--- src/rtl/udp_header_parser_pkg.sv ---
// Shared definitions for the UDP header parser: FSM encoding, header byte
// offsets and the fixed UDP header length.
package udp_header_parser_pkg;

  typedef logic [2:0] state_t;

  localparam state_t ST_IDLE    = 3'd0;
  localparam state_t ST_HDR     = 3'd1;
  localparam state_t ST_PAYLOAD = 3'd2;
  localparam state_t ST_DONE    = 3'd3;
  localparam state_t ST_DROP    = 3'd4;

  localparam logic [2:0] SRC_HI  = 3'd0;
  localparam logic [2:0] SRC_LO  = 3'd1;
  localparam logic [2:0] DST_HI  = 3'd2;
  localparam logic [2:0] DST_LO  = 3'd3;
  localparam logic [2:0] LEN_HI  = 3'd4;
  localparam logic [2:0] LEN_LO  = 3'd5;
  localparam logic [2:0] CSUM_HI = 3'd6;
  localparam logic [2:0] CSUM_LO = 3'd7;

  localparam int UDP_HDR_LEN = 8;

endpackage

--- src/rtl/udp_header_parser.sv ---
// UDP header parser: checks ports, extracts the length and forwards the
// payload as a registered stream with first/last markers and drop/trunc flags.
import udp_header_parser_pkg::*;

module udp_header_parser #(
  parameter int CHECK_SRC_PORT = 1,
  parameter int LEN_W          = 16
) (
  input  logic             clock,
  input  logic             sclr,
  input  logic             ipData,
  input  logic             ipInvalid,
  input  logic [7:0]       datain,
  input  logic [15:0]      PC_PORT,
  input  logic [15:0]      BOARD_PORT,
  output logic             payloadEn,
  output logic [7:0]       payloadData,
  output logic             payloadFirst,
  output logic             payloadLast,
  output logic [LEN_W-1:0] udpLen,
  output logic             isNotAValidPacket,
  output logic             truncErr
);

  state_t           r_state;
  logic [2:0]       r_hc;
  logic [LEN_W-1:0] r_rem;
  logic [7:0]       r_src_hi;
  logic [7:0]       r_dst_hi;
  logic [7:0]       r_len_hi;
  logic             r_first;

  logic [2:0]       w_idx;
  logic [15:0]      w_field;
  logic [LEN_W-1:0] w_len;
  logic             w_src_bad;
  logic             w_dst_bad;
  logic             w_len_bad;
  logic             w_hdr_bad;

  // The byte that moves IDLE into HDR is already header byte 0.
  assign w_idx     = (r_state == ST_IDLE) ? SRC_HI : r_hc;
  assign w_field   = (w_idx == SRC_LO) ? {r_src_hi, datain} :
                     (w_idx == DST_LO) ? {r_dst_hi, datain} :
                                         {r_len_hi, datain};
  assign w_len     = LEN_W'(w_field);
  assign w_src_bad = (CHECK_SRC_PORT != 0) && (w_idx == SRC_LO) && (w_field != PC_PORT);
  assign w_dst_bad = (w_idx == DST_LO) && (w_field != BOARD_PORT);
  assign w_len_bad = (w_idx == LEN_LO) && (w_field < 16'(UDP_HDR_LEN));
  assign w_hdr_bad = w_src_bad || w_dst_bad || w_len_bad;

  always_ff @(posedge clock) begin
    if (sclr) begin
      r_state           <= ST_IDLE;
      r_hc              <= '0;
      r_rem             <= '0;
      r_src_hi          <= '0;
      r_dst_hi          <= '0;
      r_len_hi          <= '0;
      r_first           <= 1'b0;
      payloadEn         <= 1'b0;
      payloadData       <= '0;
      payloadFirst      <= 1'b0;
      payloadLast       <= 1'b0;
      udpLen            <= '0;
      isNotAValidPacket <= 1'b0;
      truncErr          <= 1'b0;
    end else if (!ipData) begin
      // End of the packet window; report it if the packet ended early.
      truncErr          <= (r_state == ST_HDR) ||
                           ((r_state == ST_PAYLOAD) && (r_rem != '0));
      r_state           <= ST_IDLE;
      r_hc              <= '0;
      r_rem             <= '0;
      r_src_hi          <= '0;
      r_dst_hi          <= '0;
      r_len_hi          <= '0;
      r_first           <= 1'b0;
      payloadEn         <= 1'b0;
      payloadData       <= '0;
      payloadFirst      <= 1'b0;
      payloadLast       <= 1'b0;
      udpLen            <= '0;
      isNotAValidPacket <= 1'b0;
    end else begin
      payloadEn    <= 1'b0;
      payloadFirst <= 1'b0;
      payloadLast  <= 1'b0;
      truncErr     <= 1'b0;
      case (r_state)
        ST_IDLE, ST_HDR: begin
          case (w_idx)
            SRC_HI:  r_src_hi <= datain;
            DST_HI:  r_dst_hi <= datain;
            LEN_HI:  r_len_hi <= datain;
            LEN_LO: begin
              udpLen <= w_len;
              r_rem  <= w_len - LEN_W'(UDP_HDR_LEN);
            end
            default: ;
          endcase
          if (ipInvalid || w_hdr_bad) begin
            isNotAValidPacket <= 1'b1;
            r_state           <= ST_DROP;
          end else if (w_idx == CSUM_LO) begin
            // Checksum bytes are ignored; a zero checksum is legal.
            r_hc    <= '0;
            r_first <= 1'b1;
            r_state <= (r_rem == '0) ? ST_DONE : ST_PAYLOAD;
          end else begin
            r_hc    <= w_idx + 3'd1;
            r_state <= ST_HDR;
          end
        end
        ST_PAYLOAD: begin
          if (ipInvalid) begin
            isNotAValidPacket <= 1'b1;
            r_state           <= ST_DROP;
          end else begin
            payloadEn    <= 1'b1;
            payloadData  <= datain;
            payloadFirst <= r_first;
            payloadLast  <= (r_rem == LEN_W'(1));
            r_first      <= 1'b0;
            if (r_rem == LEN_W'(1)) begin
              r_state <= ST_DONE;
            end else begin
              r_rem <= r_rem - LEN_W'(1);
            end
          end
        end
        ST_DONE: begin
          if (ipInvalid) begin
            isNotAValidPacket <= 1'b1;
            r_state           <= ST_DROP;
          end
        end
        ST_DROP: begin
          isNotAValidPacket <= 1'b1;
        end
        default: begin
          r_state <= ST_IDLE;
        end
      endcase
    end
  end

endmodule

--- config.mk ---
export PLATFORM = sky130hd
export DESIGN_NAME = udp_header_parser
export DESIGN_NICKNAME = d
export VERILOG_FILES = /design/src/rtl/udp_header_parser_pkg.sv /design/src/rtl/udp_header_parser.sv
export SDC_FILE = /design/constraint.sdc
export NUM_CORES = 1
export LEC_CHECK = 0
export BUFFER_PORTS_ARGS = -buffer_cell sky130_fd_sc_hd__buf_2
export CAP_MARGIN = 20
export CELL_PAD_IN_SITES_DETAIL_PLACEMENT = 1
export CELL_PAD_IN_SITES_GLOBAL_PLACEMENT = 1
export CORE_MARGIN = 5
export CORE_UTILIZATION = 45
export DETAILED_ROUTE_END_ITERATION = 8
export PLACE_DENSITY = 0.95
export SLEW_MARGIN = 0
export SYNTH_ARGS = -nofsm -noshare
export SYNTH_HDL_FRONTEND = slang
export SYNTH_SLANG_ARGS = --single-unit
export TNS_END_PERCENT = 20
--- constraint.sdc ---
create_clock -name clock -period 10.3 [get_ports clock]
set_input_delay 0.515 -clock clock [delete_from_list [all_inputs] [get_ports clock]]
set_output_delay 0.515 -clock clock [all_outputs]
set_load 0.005 [all_outputs]
==> results of run 1 <==
## how the worst max path moves through the flow
stage | from | to | slack [ns] | cells past startpoint
floorplan | r_state[1] | r_hc[1] | 6.85 | 14
global placement | r_state[2] | r_hc[1] | 6.24 | 12
detailed placement | r_state[2] | r_first | 6.00 | 12
CTS | r_state[2] | r_first | 5.97 | 12
global route | r_state[2] | r_hc[1] | 5.58 | 12
finish | r_state[2] | r_hc[1] | 5.88 | 12
## power breakdown
group          total (mW)  switching [mW]  internal [mW]  leakage (nW)
combinational      0.0577          0.0358         0.0219          1.36
sequential          0.301         0.00511          0.296         0.614
clock               0.248           0.122          0.126         0.102
## metrics by stage
stage          power, mW  hold WS (ns)  instances  util (%)  area (sq um)
6_report          0.6067        0.3302        764     51.89          5025
4_1_cts           0.6067        0.3197        763     51.81          5017
3_3_place_gp      0.3609        0.4351        748     49.68          4811
2_1_floorplan     0.3402        0.4421        581         -          4423
3_5_place_dp      0.3638        0.4421        748     49.68          4811
5_1_grt           0.6254        0.3410        764     51.89          5025
## layer usage
metal	track usage [%]	vias up	wire (microns)
met5	1.339	-	0
met4	12.08	0	525
met3	5.092	55	1052
met2	47.11	191	7786
met1	34.81	2276	6837
li1	-	2151	-
## state kept, by name, summed over array words and instances (netlist names)
name and cells:
r_hc 3, r_src_hi 8, isNotAValidPacket 1, payloadData 8, r_dst_hi 8, r_state 3
payloadFirst 1, payloadLast 1, payloadEn 1, r_len_hi 8, truncErr 1, r_rem 16
udpLen 16, r_first 1
## synthesized netlist by cell type (8+ instances only)
cell      count
a21oi_1      59
nor3_1       22
mux2i_1      23
clkbuf_1     36
nor2_1       89
xor2_1       26
o21ai_0      29
dfxtp_1      76
inv_1        13
nor4_1       16
a211oi_1      9
nand2_1      51
nor2b_1       8
## cell families (layout without fill, tap and decap cells)
| kind of cell | Yosys count | in the layout | share of synthesized area [%] |
|---|---|---|---|
| AO/OA/AOI/OAI | 140 | 140 | 19.63 |
| buffers and inverters | 55 | 105 | 4.894 |
| AND/OR/NAND/NOR | 245 | 245 | 26.73 |
| flip-flops | 76 | 76 | 34.40 |
| XOR/XNOR | 31 | 31 | 6.139 |
| adder cells (fa/ha/maj) | 7 | 7 | 1.980 |
| multiplexers | 27 | 27 | 6.223 |
## critical path, cell delays in order, from the launching register on
cell	delay [ns]
dfxtp_1	0.59
or2_2	0.22
nor2_1	0.05
nor2b_1	0.21
and2_1	0.19
ha_1	0.73
mux2_2	0.46
nor4_1	0.22
a2111oi_0	0.11
o41ai_1	0.63
nand3_1	0.30
or4_1	0.47
a21oi_1	0.16
## layout make-up
cell class	count	share of cell area [%]
multi-input cells	450	53.49
flip-flops and latches	76	30.28
repair buffers	76	7.769
well taps	133	3.312
clock buffers	11	3.013
clock inverters	4	1.096
inverters	14	1.046
==> results.py, run 1 <==
metrics = {
    "floorplan": {
        "die_height_microns": 109.1,
        "io_pins": 73,
        "rows": 36,
        "die_w_microns": 109.1,
        "initial_utilization_pct": 45.67,
        "core_sq_mm": 0.009684,
        "dieArea_sq_mm": 0.01191,
    },
    "logic_synthesis": {
        "synth_ff_type": "dfxtp_1",
        "syn_inst": 581,
        "async_flop_share_pct": 0,
        "synth_top_area_share_pct": 34.40,
        "yosysWarningCount": 0,
        "synth.avg_cell_area_sq_um": 7.613,
        "netlist_area_sq_mm": 0.004423,
        "synth_edf_count": 0,
        "seq_area_frac_synth_pct": 34.40,
        "yosys.area.top_type": "dfxtp_1",
        "synth.distinct_cells": 55,
        "syn-num-nets": 632,
        "synth_area_leaders": "dfxtp_1, nor2_1, a21oi_1",
        "ys_ff_latch": 76,
    },
    "cts": {
        "cts_resized": 0,
        "cts.sinks": 76,
        "clk_latency_ns": 0.37,
        "cts_buffers": 9,
        "htree_levels": 3,
        "cts_tree": "yes",
        "hold_buffers": 0,
        "post_cts_buffers": 0,
        "clockBufferDepth": 2,
        "cts-root-buf": "clkbuf_8",
        "clkTransAtPathRegs_ns": 0.09,
    },
    "worst_hold_path": {
        "holdCritStartpoint": "sclr",
        "hold_path_class": "in -> reg",
        "min_to": "truncErr",
        "holdPathStages": 2,
    },
    "grt": {
        "grt_max_degree": 71,
        "grt_overflow": 0,
        "antenna_found_initial": 0,
        "grt_use_total_pct": 28.00,
        "grt_pass1_wl_mm": 25.79,
        "grt_pass1_vias": 4940,
    },
    "critical_path": {
        "path_max_fanout": 22,
        "worstSetupEndpointType": "flop",
        "cp.arrival_ns": 4.72,
        "r2r-start": "r_state[2]",
        "path_class": "reg -> reg",
        "worst_r2r_path_depth": 12,
        "cp.required_ns": 10.60,
        "r2r_setup_slack_ns": 5.88,
        "startpoint_type": "flop",
        "r2r-end": "r_hc[1]",
    },
    "layout": {
        "n_fill_cell": 1231,
        "area_growth_pct": 13.61,
        "drive_above_1_share_pct": 17.12,
        "regArea_sq_mm": 0.001521,
        "n_antenna_cell": 0,
        "layout_commonest_cell": "nor2_1",
        "multi_input_area_sq_mm": 0.002688,
        "final_cell_mix": "nor2_1, dfxtp_1, buf_2, a21oi_1, nand2_1",
        "fin_nets": 678,
    },
    "routing": {
        "drt_first_pass_iters": 5,
        "drc": 0,
        "ant_nets": 0,
        "vias": 4673,
        "drtIter0Drc": 337,
        "wl_per_cell_microns": 21.21,
        "viasPerCell": 6.116,
        "routed_wl_mm": 16.20,
    },
    "sta": {
        "hold_viol": 0,
        "final.setup.worst_slack_ns": 5.880,
        "slew_headroom_pct": 29.87,
        "fin_worst_skew_ns": 0.01107,
        "rsz0062_at_grt": "no",
        "finalSetupTns_ns": 0,
        "fin_crit_ns": 4.420,
        "finalCritPeriodShare_pct": 42.91,
        "setup_viol": 0,
        "worst_slew_pin_slew_ns": 1.052,
        "slew_violations": 0,
        "clock.fmax_mhz": 226.3,
    },
    "flow_run": {
        "cap_violations": 0,
    },
    "power": {
        "powerDensity_mw_per_mm2": 120.7,
        "p_leak_nw": 2.073,
        "irDropWorstVdd_v": 0.00008130,
    },
    "place": {
        "gp_congestion": 0.9493,
        "port_buffers": 72,
        "hpwlAfterDp_mm": 11.31,
        "place_ws_ns": 5.997,
    },
    "status": {
        "status": "finished, final reports clean",
    },
}
Power figures use the tool's default switching activity.
==> run 2: changes to the inputs <==
- CORE_UTILIZATION: 45 -> 41
- PLACE_DENSITY: 0.95 -> 0.91
- clock period: 10.3 -> 4.1 ns (I/O delays scaled with it)
==> results.py, run 2 (synthesized netlist as in run 1, its figures left out) <==
metrics = {
    "cts": {
        "clk_latency_ns": 0.37,
        "clkTransAtPathRegs_ns": 0.08,
        "clockBufferDepth": 2,
        "cts_tree": "yes",
        "cts_buffers": 9,
        "cts.sinks": 76,
        "htree_levels": 3,
        "cts-root-buf": "clkbuf_8",
    },
    "critical_path": {
        "slowest_stage": "or4_1",
        "cp.arrival_ns": 4.08,
        "cpPeakStageDelay_ns": 0.55,
        "path_class": "reg -> reg",
        "path_max_fanout": 17,
        "startpoint_type": "flop",
        "cp.required_ns": 4.36,
        "path_cells": "or2_2 -> o21ai_0 -> ha_1 -> inv_1 -> or4_1 -> o2111ai_1 -> o2111ai_1 -> o41a_1 -> or4_1 -> a21oi_1",
        "worstSetupEndpointType": "flop",
    },
    "power": {
        "irDropWorstVdd_v": 0.0001744,
        "p_leak_nw": 2.097,
        "powerDensity_mw_per_mm2": 297.1,
    },
    "routing": {
        "routed_wl_mm": 15.44,
        "drtIter0Drc": 376,
        "vias": 4628,
        "wl_per_cell_microns": 19.84,
        "drt_first_pass_iters": 5,
        "ant_nets": 0,
        "viasPerCell": 5.949,
        "drc": 0,
    },
    "worst_hold_path": {
        "hold_path_class": "in -> reg",
    },
    "grt": {
        "grt_overflow": 0,
        "grt_use_total_pct": 24.34,
        "antenna_found_initial": 0,
        "grt_max_degree": 44,
        "grt_pass1_vias": 4761,
        "grt_pass1_wl_mm": 25.13,
    },
    "floorplan": {
        "initial_utilization_pct": 41.35,
        "dieArea_sq_mm": 0.01297,
        "rows": 38,
        "io_pins": 73,
        "die_height_microns": 113.9,
        "core_sq_mm": 0.01070,
        "die_w_microns": 113.9,
    },
    "sta": {
        "clock.fmax_mhz": 261.5,
        "hold_viol": 0,
        "fin_crit_ns": 3.824,
        "slew_violations": 0,
        "finalCritPeriodShare_pct": 93.26,
        "fin_worst_skew_ns": 0.01768,
        "setup_viol": 0,
        "rsz0062_at_grt": "no",
        "finalSetupTns_ns": 0,
        "slew_headroom_pct": 27.89,
        "worst_slew_pin_slew_ns": 1.082,
    },
    "layout": {
        "drive_above_1_share_pct": 18.34,
        "n_antenna_cell": 0,
        "layout_commonest_cell": "nor2_1",
        "largestRegisters": "r_rem (16), udpLen (16)",
        "regArea_sq_mm": 0.001521,
        "area_growth_pct": 15.08,
        "final_cell_mix": "nor2_1, dfxtp_1, buf_2, a21oi_1, nand2_1",
        "n_fill_cell": 1357,
        "stdcell_area_sq_mm": 0.005090,
        "fin_nets": 684,
        "multi_input_area_sq_mm": 0.002706,
    },
    "flow_run": {
        "cap_violations": 0,
    },
    "status": {
        "status": "finished, final reports clean",
    },
    "place": {
        "port_buffers": 72,
        "post_dp_cell_area_sq_mm": 0.004872,
        "hpwlAfterDp_mm": 11.21,
        "gp_congestion": 0.8989,
    },
}
==> run 2: cell type report <==
cell class | instances | area share, %
Multi-Input combinational cell | 450 | 53.17
Sequential cell | 76 | 29.89
Inverter | 14 | 1.032
Clock buffer | 10 | 2.507
Clock inverter | 6 | 1.401
Tap cell | 140 | 3.441
Timing Repair Buffer | 82 | 8.555
==> run 2: worst paths after layout <==
path                                        start                end  slack [ns]  cells after the start
worst max-delay path                   r_state[1]            r_hc[1]        0.28                     10
worst min-delay path                         sclr           truncErr        0.03                      2
worst max register to register         r_state[1]            r_hc[1]        0.28                     10
worst min register to register  isNotAValidPacket  isNotAValidPacket        0.45                      2
==> run 2: critical path: cells and delay by family, from the launching register on <==
kind            cells  cell delay [ns]
simple gates        3             1.37
compound gates      5             1.22
fa+ha+maj           1             0.45
buf+inv             1             0.35
flops               1             0.32
==> run 2: repair_timing <==
item,CTS,global route
gates resized for setup,0,3
setup endpoints to repair,0,4
hold buffers,0,0
setup buffers,0,0
==> run 2: where the power goes <==
group          internal (mW)  total (mW)  switching, mW
clock                  0.287       0.609          0.322
sequential             0.744       0.753        0.00981
combinational         0.0564       0.150         0.0932
==> run 2: through the flow <==
stage	setup WS, ns	power, mW	hold slack, ns	std cells	utilization (%)
3_5_place_dp	0.2666	0.9161	0.4027	762	45.54
5_1_grt	0.05581	1.567	0.02534	778	47.58
6_report	0.2762	1.512	0.02912	778	47.58
4_1_cts	0.2866	1.514	0.02058	778	47.40
3_3_place_gp	0.5230	0.9093	0.3964	762	45.54
2_1_floorplan	0.6499	0.8546	0.2811	581	-
==> run 2: routing by layer <==
metal	wire length (microns)	vias to the layer above	part of all wire (%)	global-route usage [%]
li1	-	2160	-	-
met1	6850	2254	44	33.03
met2	7188	180	47	39.26
met3	977	34	6.3	3.660
met4	421	0	2.7	8.947
met5	0	-	0	0
==> run 3: changes to the inputs <==
- CORE_UTILIZATION: 41 -> 40
- CTS_BUF_LIST: not set -> sky130_fd_sc_hd__clkbuf_16
- PLACE_DENSITY: 0.91 -> 0.89
==> results.py, run 3 (synthesized netlist as in run 1, its figures left out) <==
metrics = {
    "critical_path": {
        "cp.required_ns": 4.36,
        "worstSetupEndpointType": "flop",
        "slowest_stage": "or4_1",
        "r2r-start": "r_state[1]",
        "r2r-end": "r_hc[1]",
        "startpoint_type": "flop",
        "path_buf_inv": 2,
        "crit_start": "r_state[1]",
        "cpPeakStageDelay_ns": 0.51,
        "path_cells": "buf_4 -> o31ai_4 -> ha_1 -> buf_4 -> mux2_2 -> a21oi_1 -> o21a_1 -> o2111ai_1 -> o41a_1 -> or4_1 -> a21oi_1",
        "worst_r2r_path_depth": 11,
        "r2r_setup_slack_ns": 0.24,
        "path_max_fanout": 15,
        "crit_family": "compound AO/OA/AOI/OAI gates",
        "path_class": "reg -> reg",
        "cp.arrival_ns": 4.12,
    },
    "grt": {
        "antenna_found_initial": 0,
        "grt_pass1_vias": 4671,
        "grt_max_degree": 46,
        "grt_pass1_wl_mm": 24.54,
        "grt_overflow": 0,
        "grt_use_total_pct": 23.61,
    },
    "layout": {
        "final_cell_mix": "nor2_1, dfxtp_1, buf_2, a21oi_1, nand2_1",
        "fin_nets": 682,
        "layout_commonest_cell": "nor2_1",
        "n_antenna_cell": 0,
        "drive_above_1_share_pct": 18.40,
        "area_growth_pct": 17.62,
        "largestRegisters": "r_rem (16), udpLen (16)",
        "n_fill_cell": 1367,
    },
    "power": {
        "powerDensity_mw_per_mm2": 335.8,
        "p_leak_nw": 2.151,
        "irDropWorstVdd_v": 0.0002389,
    },
    "floorplan": {
        "initial_utilization_pct": 40.80,
        "io_pins": 73,
        "die_height_microns": 115.2,
        "core_sq_mm": 0.01084,
        "rows": 38,
        "dieArea_sq_mm": 0.01326,
        "die_w_microns": 115.2,
    },
    "worst_hold_path": {
        "holdPathStages": 2,
        "holdCritStartpoint": "sclr",
        "min_to": "truncErr",
        "hold_path_class": "in -> reg",
    },
    "routing": {
        "ant_nets": 0,
        "drc": 0,
        "viasPerCell": 5.986,
        "vias": 4645,
        "drtIter0Drc": 399,
        "wl_per_cell_microns": 20.13,
        "routed_wl_mm": 15.62,
        "drt_first_pass_iters": 5,
    },
    "sta": {
        "worst_slew_pin_slew_ns": 0.9716,
        "slew_violations": 0,
        "hold_viol": 0,
        "rsz0062_at_grt": "no",
        "finalSetupTns_ns": 0,
        "fin_crit_ns": 3.863,
        "slew_headroom_pct": 35.23,
        "finalCritPeriodShare_pct": 94.21,
        "clock.fmax_mhz": 258.9,
        "setup_viol": 0,
        "fin_worst_skew_ns": 0.008975,
        "holdWs_ns": 0.05139,
    },
    "place": {
        "port_buffers": 72,
        "gp_congestion": 0.9588,
        "hpwlAfterDp_mm": 11.21,
    },
    "cts": {
        "cts-root-buf": "clkbuf_16",
        "clkTransAtPathRegs_ns": 0.07,
        "cts.sinks": 76,
        "cts_buffers": 9,
        "cts_tree": "yes",
        "clk_latency_ns": 0.35,
        "clockBufferDepth": 2,
        "htree_levels": 3,
    },
    "flow_run": {
        "cap_violations": 0,
    },
    "status": {
        "status": "finished, final reports clean",
    },
}
[run 3: cell count changes in the layout (fill, tap and decap cells not counted), moves of 2 or more]
cell	delta
clkbuf_16	+9
inv_8	+2
buf_4	-3
clkbuf_8	-9
[run 3: worst max path at each step]
| stage | endpoint | slack (ns) | cells past startpoint |
|---|---|---|---|
| 2_1_floorplan | r_hc[1] | 0.65 | 14 |
| 3_3_place_gp | r_hc[1] | 0.42 | 12 |
| 3_5_place_dp | r_hc[1] | 0.21 | 12 |
| 4_1_cts | r_hc[1] | 0.17 | 12 |
| 5_1_grt | r_hc[1] | 0.02 | 12 |
| 6_report | r_hc[1] | 0.24 | 11 |
[run 3: power breakdown]
part / switching, mW / internal [mW] / total [mW]
sequential: 0.0109 / 0.744 / 0.755
clock: 0.362 / 0.484 / 0.846
combinational: 0.0902 / 0.0554 / 0.146
total: 0.463 / 1.28 / 1.75
[run 3: what timing repair did]
item	4_1_cts	5_1_grt
resized for setup	0	4
hold buffers	0	0
setup buffers	0	0
endpoints found under the setup margin	0	8
[run 3: area by class of cell]
cell class,instances,area (sq um),share of cell area (%)
multi-input cells,450,2704,51.97
flip-flops and latches,76,1523,29.27
repair buffers,80,440.4,8.466
clock buffers,9,225.2,4.329
well taps,140,175.2,3.367
clock inverters,7,82.58,1.587
inverters,14,52.55,1.010
[run 3: per-layer routing]
metal / share of wire, % / track usage, % / up-vias
met5: 0 / 0 / -
li1: - / - / 2153
met3: 6.2 / 3.158 / 37
met4: 3.0 / 10.49 / 0
met1: 43 / 30.34 / 2282
met2: 48 / 39.47 / 173
[run 3: metrics by stage]
stage / power (mW) / cells / setup WS (ns) / utilization (%) / cell area, sq um
3_5_place_dp: 0.9137 / 759 / 0.2090 / 44.74 / 4850
4_1_cts: 1.755 / 775 / 0.1690 / 47.58 / 5157
5_1_grt: 1.804 / 776 / 0.01924 / 47.99 / 5202
2_1_floorplan: 0.8546 / 581 / 0.6499 / - / 4423
6_report: 1.747 / 776 / 0.2374 / 47.99 / 5202
3_3_place_gp: 0.9087 / 759 / 0.4165 / 44.74 / 4850
